==> config.mk <==
export PLATFORM = sky130hd
export DESIGN_NAME = dpll_loop_ctrl
export DESIGN_NICKNAME = d
export VERILOG_FILES = /design/src/rtl/dpll_loop_ctrl.sv
export SDC_FILE = /design/constraint.sdc
export NUM_CORES = 1
export LEC_CHECK = 0
export BUFFER_PORTS_ARGS = -buffer_cell sky130_fd_sc_hd__clkbuf_2
export CAP_MARGIN = 10
export CORE_MARGIN = 4
export CORE_UTILIZATION = 25
export CTS_CLUSTER_DIAMETER = 60
export DETAILED_ROUTE_END_ITERATION = 8
export PLACE_DENSITY_LB_ADDON = 0.12
export SLEW_MARGIN = 40
export SYNTH_ARGS = -nofsm -noshare
export SYNTH_HDL_FRONTEND = slang
export SYNTH_SLANG_ARGS = --single-unit
==> constraint.sdc <==
create_clock -name clk -period 3 [get_ports clk]
set_clock_uncertainty 0.15 [all_clocks]
set_input_delay 0 -clock clk [delete_from_list [all_inputs] [get_ports clk]]
set_output_delay 0 -clock clk [all_outputs]
set_load 0.02 [all_outputs]
==> src/rtl/dpll_loop_ctrl.sv <==
// Phase-detect and loop-control sequencer for the all-digital PLL.
// Measures the signed ref/DCO phase error and steps the DCO divider until lock.
module dpll_loop_ctrl #(
    parameter int ERR_W      = 16,
    parameter int MAX_WIN    = 255,
    parameter int LOCK_TOL   = 2,
    parameter int UNLOCK_TOL = 6,
    parameter int LOCK_CNT   = 8,
    parameter int PHASE_OFS  = 0
) (
    input  logic             clk,
    input  logic             reset_n,
    input  logic             enable,
    input  logic             ref_in,
    input  logic             dco_clk,
    output logic             add,
    output logic             plus,
    output logic             bothedge,
    output logic             locked,
    output logic [1:0]       state,
    output logic [ERR_W-1:0] phase_err
);
    localparam int CNT_W = $clog2(MAX_WIN + 1);
    localparam int LCK_W = $clog2(LOCK_CNT + 1);
    localparam logic signed [ERR_W-1:0] LOCK_TOL_S   = ERR_W'(LOCK_TOL);
    localparam logic signed [ERR_W-1:0] UNLOCK_TOL_S = ERR_W'(UNLOCK_TOL);

    typedef enum logic [1:0] {
        IDLE  = 2'd0,
        ALIGN = 2'd1,
        ACQ   = 2'd2,
        LOCK  = 2'd3
    } state_t;

    state_t state_q, state_d;

    logic ref_s1, ref_s2, ref_d;
    logic dco_s1, dco_s2, dco_d;
    logic ref_ev, dco_ev;

    always_ff @(posedge clk or negedge reset_n) begin
        if (!reset_n) begin
            ref_s1 <= 1'b0;
            ref_s2 <= 1'b0;
            ref_d  <= 1'b0;
            dco_s1 <= 1'b0;
            dco_s2 <= 1'b0;
            dco_d  <= 1'b0;
        end else begin
            ref_s1 <= ref_in;
            ref_s2 <= ref_s1;
            ref_d  <= ref_s2;
            dco_s1 <= dco_clk;
            dco_s2 <= dco_s1;
            dco_d  <= dco_s2;
        end
    end

    assign ref_ev = ref_s2 & ~ref_d;
    assign dco_ev = ~dco_s2 & dco_d;

    logic              active;
    logic              win_open_q, win_open_d;
    logic              lead_ref_q, lead_ref_d;
    logic [CNT_W-1:0]  cnt_q, cnt_d;
    logic              lag_ev, lead_ev;
    logic              meas_done, timeout;
    logic [ERR_W-1:0]  cnt_ext, raw;
    logic              done_q;
    logic [ERR_W-1:0]  err_q;

    assign active = enable && (state_q == ACQ || state_q == LOCK);

    // Raw magnitude counts the completion cycle too, so cnt_q + 1 is the distance
    // between events; timeout fires on the edge where that distance hits MAX_WIN.
    always_comb begin
        win_open_d = win_open_q;
        lead_ref_d = lead_ref_q;
        cnt_d      = cnt_q;
        meas_done  = 1'b0;
        timeout    = 1'b0;
        lag_ev     = lead_ref_q ? dco_ev : ref_ev;
        lead_ev    = lead_ref_q ? ref_ev : dco_ev;
        cnt_ext    = ERR_W'(cnt_q) + ERR_W'(1);
        raw        = '0;
        if (!active) begin
            win_open_d = 1'b0;
            lead_ref_d = 1'b0;
            cnt_d      = '0;
        end else if (!win_open_q) begin
            if (ref_ev && dco_ev) begin
                meas_done = 1'b1;
            end else if (ref_ev || dco_ev) begin
                win_open_d = 1'b1;
                lead_ref_d = ref_ev;
                cnt_d      = '0;
            end
        end else if (lag_ev) begin
            meas_done  = 1'b1;
            win_open_d = 1'b0;
            raw        = lead_ref_q ? cnt_ext : -cnt_ext;
        end else if (lead_ev) begin
            cnt_d = '0;
        end else if (cnt_q == CNT_W'(MAX_WIN - 1)) begin
            timeout    = 1'b1;
            win_open_d = 1'b0;
            cnt_d      = CNT_W'(MAX_WIN);
        end else begin
            cnt_d = cnt_q + CNT_W'(1);
        end
    end

    always_ff @(posedge clk or negedge reset_n) begin
        if (!reset_n) begin
            win_open_q <= 1'b0;
            lead_ref_q <= 1'b0;
            cnt_q      <= '0;
            done_q     <= 1'b0;
            err_q      <= '0;
        end else begin
            win_open_q <= win_open_d;
            lead_ref_q <= lead_ref_d;
            cnt_q      <= cnt_d;
            done_q     <= meas_done;
            if (meas_done)
                err_q <= raw - ERR_W'(PHASE_OFS);
        end
    end

    logic signed [ERR_W-1:0] err_s;
    logic                    in_tol, out_unlock;
    logic [LCK_W-1:0]        lock_q, lock_d;
    logic                    add_d, plus_d, both_d;

    assign err_s      = err_q;
    assign in_tol     = (err_s <= LOCK_TOL_S) && (err_s >= -LOCK_TOL_S);
    assign out_unlock = (err_s > UNLOCK_TOL_S) || (err_s < -UNLOCK_TOL_S);

    // Decisions act on the registered error, so pulses land one cycle after phase_err.
    always_comb begin
        state_d = state_q;
        lock_d  = lock_q;
        add_d   = 1'b0;
        plus_d  = 1'b0;
        both_d  = 1'b0;
        if (!enable) begin
            state_d = IDLE;
            lock_d  = '0;
        end else begin
            case (state_q)
                IDLE: state_d = ALIGN;
                ALIGN: begin
                    lock_d = '0;
                    if (ref_ev) begin
                        both_d  = 1'b1;
                        state_d = ACQ;
                    end
                end
                ACQ: begin
                    if (timeout) begin
                        state_d = ALIGN;
                        lock_d  = '0;
                    end else if (done_q) begin
                        if (in_tol) begin
                            if (lock_q >= LCK_W'(LOCK_CNT - 1)) begin
                                lock_d  = LCK_W'(LOCK_CNT);
                                state_d = LOCK;
                            end else begin
                                lock_d = lock_q + LCK_W'(1);
                            end
                        end else begin
                            lock_d = '0;
                            plus_d = ~err_s[ERR_W-1];
                            add_d  = err_s[ERR_W-1];
                        end
                    end
                end
                LOCK: begin
                    if (timeout) begin
                        state_d = ALIGN;
                    end else if (done_q && !in_tol) begin
                        if (out_unlock) begin
                            state_d = ALIGN;
                        end else begin
                            plus_d = ~err_s[ERR_W-1];
                            add_d  = err_s[ERR_W-1];
                        end
                    end
                end
                default: state_d = IDLE;
            endcase
        end
    end

    always_ff @(posedge clk or negedge reset_n) begin
        if (!reset_n) begin
            state_q  <= IDLE;
            lock_q   <= '0;
            add      <= 1'b0;
            plus     <= 1'b0;
            bothedge <= 1'b0;
            locked   <= 1'b0;
        end else begin
            state_q  <= state_d;
            lock_q   <= lock_d;
            add      <= add_d;
            plus     <= plus_d;
            bothedge <= both_d;
            locked   <= (state_d == LOCK);
        end
    end

    assign state     = state_q;
    assign phase_err = err_q;

endmodule
==> qor.csv <==
stage;metric;value;unit
clocking;Root Buffer Master;clkbuf_8;
synth;Synth Area in Simple Gates;21.4;%
global_routing;initial antenna violation count;0;
synth;Compound-Gate Fraction of Synth Area;20.4;%
final_layout;fin cells;412;
floorplan;initial cell density of the core;25.5;%
timing;Max-slew headroom;57.5;%
synth;synth unique cells;57;
floorplan;placeable core area;0.00973;sq mm
clocking;Bufs on Longest Clock Path;2;
synth;Top FF cell, synth;dfrtp_1;
synth;Syn Area/Cell;9.87;sq um
floorplan;die span in x;108;um
worst_setup_path;Critical path origin;cnt_q[0];
power;switching share of power;26.7;%
synth;Ys Warns;0;
synth;sequential share of the synthesized area;43.4;%
timing;Final Setup Violations;0;
routing;Via Count;1929;
placed_design;GP Congestion;0.771;
timing;period utilization;82.7;%
clocking;clk sinks;43;
worst_setup_path;Setup CP Type;reg -> reg;
clocking;Clock Latency Late Sink;300;ps
power;part of the power in registers;56.0;%
global_routing;pin count of the biggest net entering global routing;35;
routing;drt pass-1 iters;4;
power;Logic pwr share;8.5;%
worst_setup_path;Reg-to-Reg End;phase_err[13];
worst_setup_path;Crit. End Element;register;
placed_design;port bufs;26;
synth;Cell Area, Synth;0.00248;sq mm
routing;DRC violation count after routing;0;
placed_design;HPWL after DPL;4460;um
floorplan;Die Ht;108;um
placed_design;placed cells;400;
clocking;Clock transition at path regs;90;ps
power;VDD IR max;0.172;mV
worst_setup_path;largest fanout on the critical path;10;
final_layout;Nets;288;
synth;#FFs+latches synth;43;
clocking;PostCTS Resize Cnt;0;
final_layout;diode count;0;
synth;largest family of logic cells by synthesized area;simple AND/OR/NAND/NOR gates;
routing;DR iter-0 viols;107;
timing;RSZ-0062 raised after global routing;no;
synth;mux share of post-synthesis cell area;0.808;%
synth;syn nets;261;
synth;asr flop ratio synth;100;%
routing;post-route antenna net violation count;0;
routing;final wirelength;6090;um
final_layout;proportion of layout cells with a drive suffix above 1;19.0;%
power;pwr dens;384;mW/mm^2
global_routing;first-pass GRT wire length;10300;um
timing;final setup TNS;0;ps
global_routing;grt total ovfl;0;
worst_setup_path;FF-to-FF setup slack;520;ps
routing;WL/cell;14.8;um
worst_setup_path;reg2reg path depth;6;
floorplan;die footprint;0.0116;sq mm
timing;fin crit period;2480;ps
global_routing;number of global-route vias before repair;1942;
power;NetSw;287;uW
final_layout;Util after Layout;28.7;%
timing;fmax;403;MHz
power;Int Pwr;787;uW
floorplan;Std-Cell Rows;36;
synth;EDFF count, synth;0;
clocking;CTS Buf Count;5;
synth;adder-cell share of the synthesized area;2.53;%
routing;routed vias/inst;4.68;
power;Clk pwr share;35.5;%
timing;Max Transition Viols Final;0;
timing;Hold Worst Slack;71.2;ps
run;max cap viols;0;
global_routing;total track usage;11.2;%
final_layout;Synth-to-Final Area Change;12.7;%
synth;XOR/XNOR share of the synthesized area;4.95;%
worst_setup_path;CP Launch Type;register;
power;Leak;1.26;nW
hold_path;hold crit path type;in -> async;
timing;Least-Margin Pin Slew;636;ps
clocking;CTS tree;yes;
worst_setup_path;WP data required;3040;ps
worst_setup_path;Worst EP arrival;2520;ps
synth;synthesized netlist cell count;251;
status;status;finished, final reports clean;
timing;final hold violations;0;
floorplan;IO Count;27;
worst_setup_path;Reg2Reg Launch Point;cnt_q[0];
clocking;H-tree levels;2;
-- Yosys cell counts, drive strengths merged (2+ instances only) --
master	number	area, sq um
a21o	6	45.0
a2bb2oi	2	17.5
o31ai	2	15.0
nand2b	6	37.5
dfrtp	43	1080
inv	8	30.0
nor3	6	41.3
nand2	26	97.6
buf	5	40.0
nand3b	2	15.0
nor2b	4	25.0
nor2	19	76.3
mux2i	2	20.0
or2	2	12.5
nand3	8	52.6
and2	3	20.0
o31a	2	17.5
xnor2	11	96.3
a211o	2	17.5
o21ai	19	95.1
xor2	3	26.3
o211ai	4	30.0
ha	5	62.6
and3	5	32.5
or3	2	12.5
a22o	8	71.3
a21oi	12	71.3
nand4	4	31.3
a211oi	3	32.5
clkbuf	8	91.3
nor4	6	37.5
a31oi	3	18.8
-- timing repair --
item                       CTS  global route
hold endpoints to repair    50             0
setup endpoints to repair    0             0
setup buffers                0             0
hold buffers                 4             0
-- worst max-delay path, stage by stage, from the launching register on --
cell,delay [ps]
dfrtp_1,590
ha_1,410
and2_1,370
o2111ai_2,180
a22oi_2,270
a21oi_1,210
a21o_1,200
-- how the worst max path moves through the flow --
stage               slack [ps]             to
finish                     520  phase_err[13]
global route               310  phase_err[11]
CTS                        550  phase_err[13]
detailed placement         570  phase_err[13]
global placement           570   phase_err[9]
floorplan                  900   phase_err[7]
-- per-stage QoR --
stage	setup WS, ps	area [sq um]	power [mW]
2_1_floorplan	900	2480	0.664
3_3_place_gp	572	2670	0.703
3_5_place_dp	575	2670	0.703
4_1_cts	553	2790	1.09
5_1_grt	314	2790	1.13
6_report	519	2790	1.07
-- cells by family (layout without fill, tap and decap cells) --
logic type,count (synthesis),after routing
buffers and inverters,21,49
AOI/OAI and AO/OA,69,69
DFF,43,43
adders and majority gates,5,5
and+or+nand+nor,97,97
xor gates and xnor gates,14,14
muxes,2,2
-- power groups by stage --
stage,sequential [mW],clock (mW),combinational [mW]
floorplan,0.618,0,0.0456
global placement,0.613,0,0.0899
detailed placement,0.613,0,0.0896
CTS,0.602,0.396,0.0939
global route,0.604,0.418,0.104
finish,0.601,0.381,0.0914
-- state kept, by name, summed over array words and instances, names as in the netlist, 2 cells and up --
register	count
phase_err	16
cnt_q	8
lock_q	4
state	2
-- placed cells by master (no fill, tap or decap), types with 3 or more instances in the layout --
cell	Yosys	layout
buf_4	1	3
a31oi_1	3	3
a22o_1	7	7
nand2b_1	6	6
nor3_1	5	5
o211ai_1	4	4
clkbuf_8	6	5
inv_1	7	7
xnor2_1	11	11
a21o_1	6	6
and3_1	4	4
o21ai_0	18	18
a21oi_1	11	11
nor2b_1	4	4
dlygate4sd3_1	0	4
ha_1	5	5
nand2_1	26	26
clkbuf_2	1	25
dfrtp_1	43	43
xor2_1	3	3
nand4_1	3	3
nor4_1	6	6
nand3_1	7	7
nor2_1	17	17
-- area by class of cell --
class / count / area, sq um
clock buffer: 6 / 72.6
clock inverter: 2 / 12.5
fill: 1061 / 6940
inverter: 8 / 30.0
multi-input combinational: 187 / 1240
sequential: 43 / 1080
tap: 133 / 166
timing repair buffer: 33 / 195
-- routing by layer --
metal	share of wire, %	up-vias	track usage (%)
met5	0	-	0
met4	1.1	0	2.98
met3	3.5	5	2.34
met2	46	29	18.1
met1	49	940	15.3
li1	-	955	-
Power figures use the tool's default switching activity.
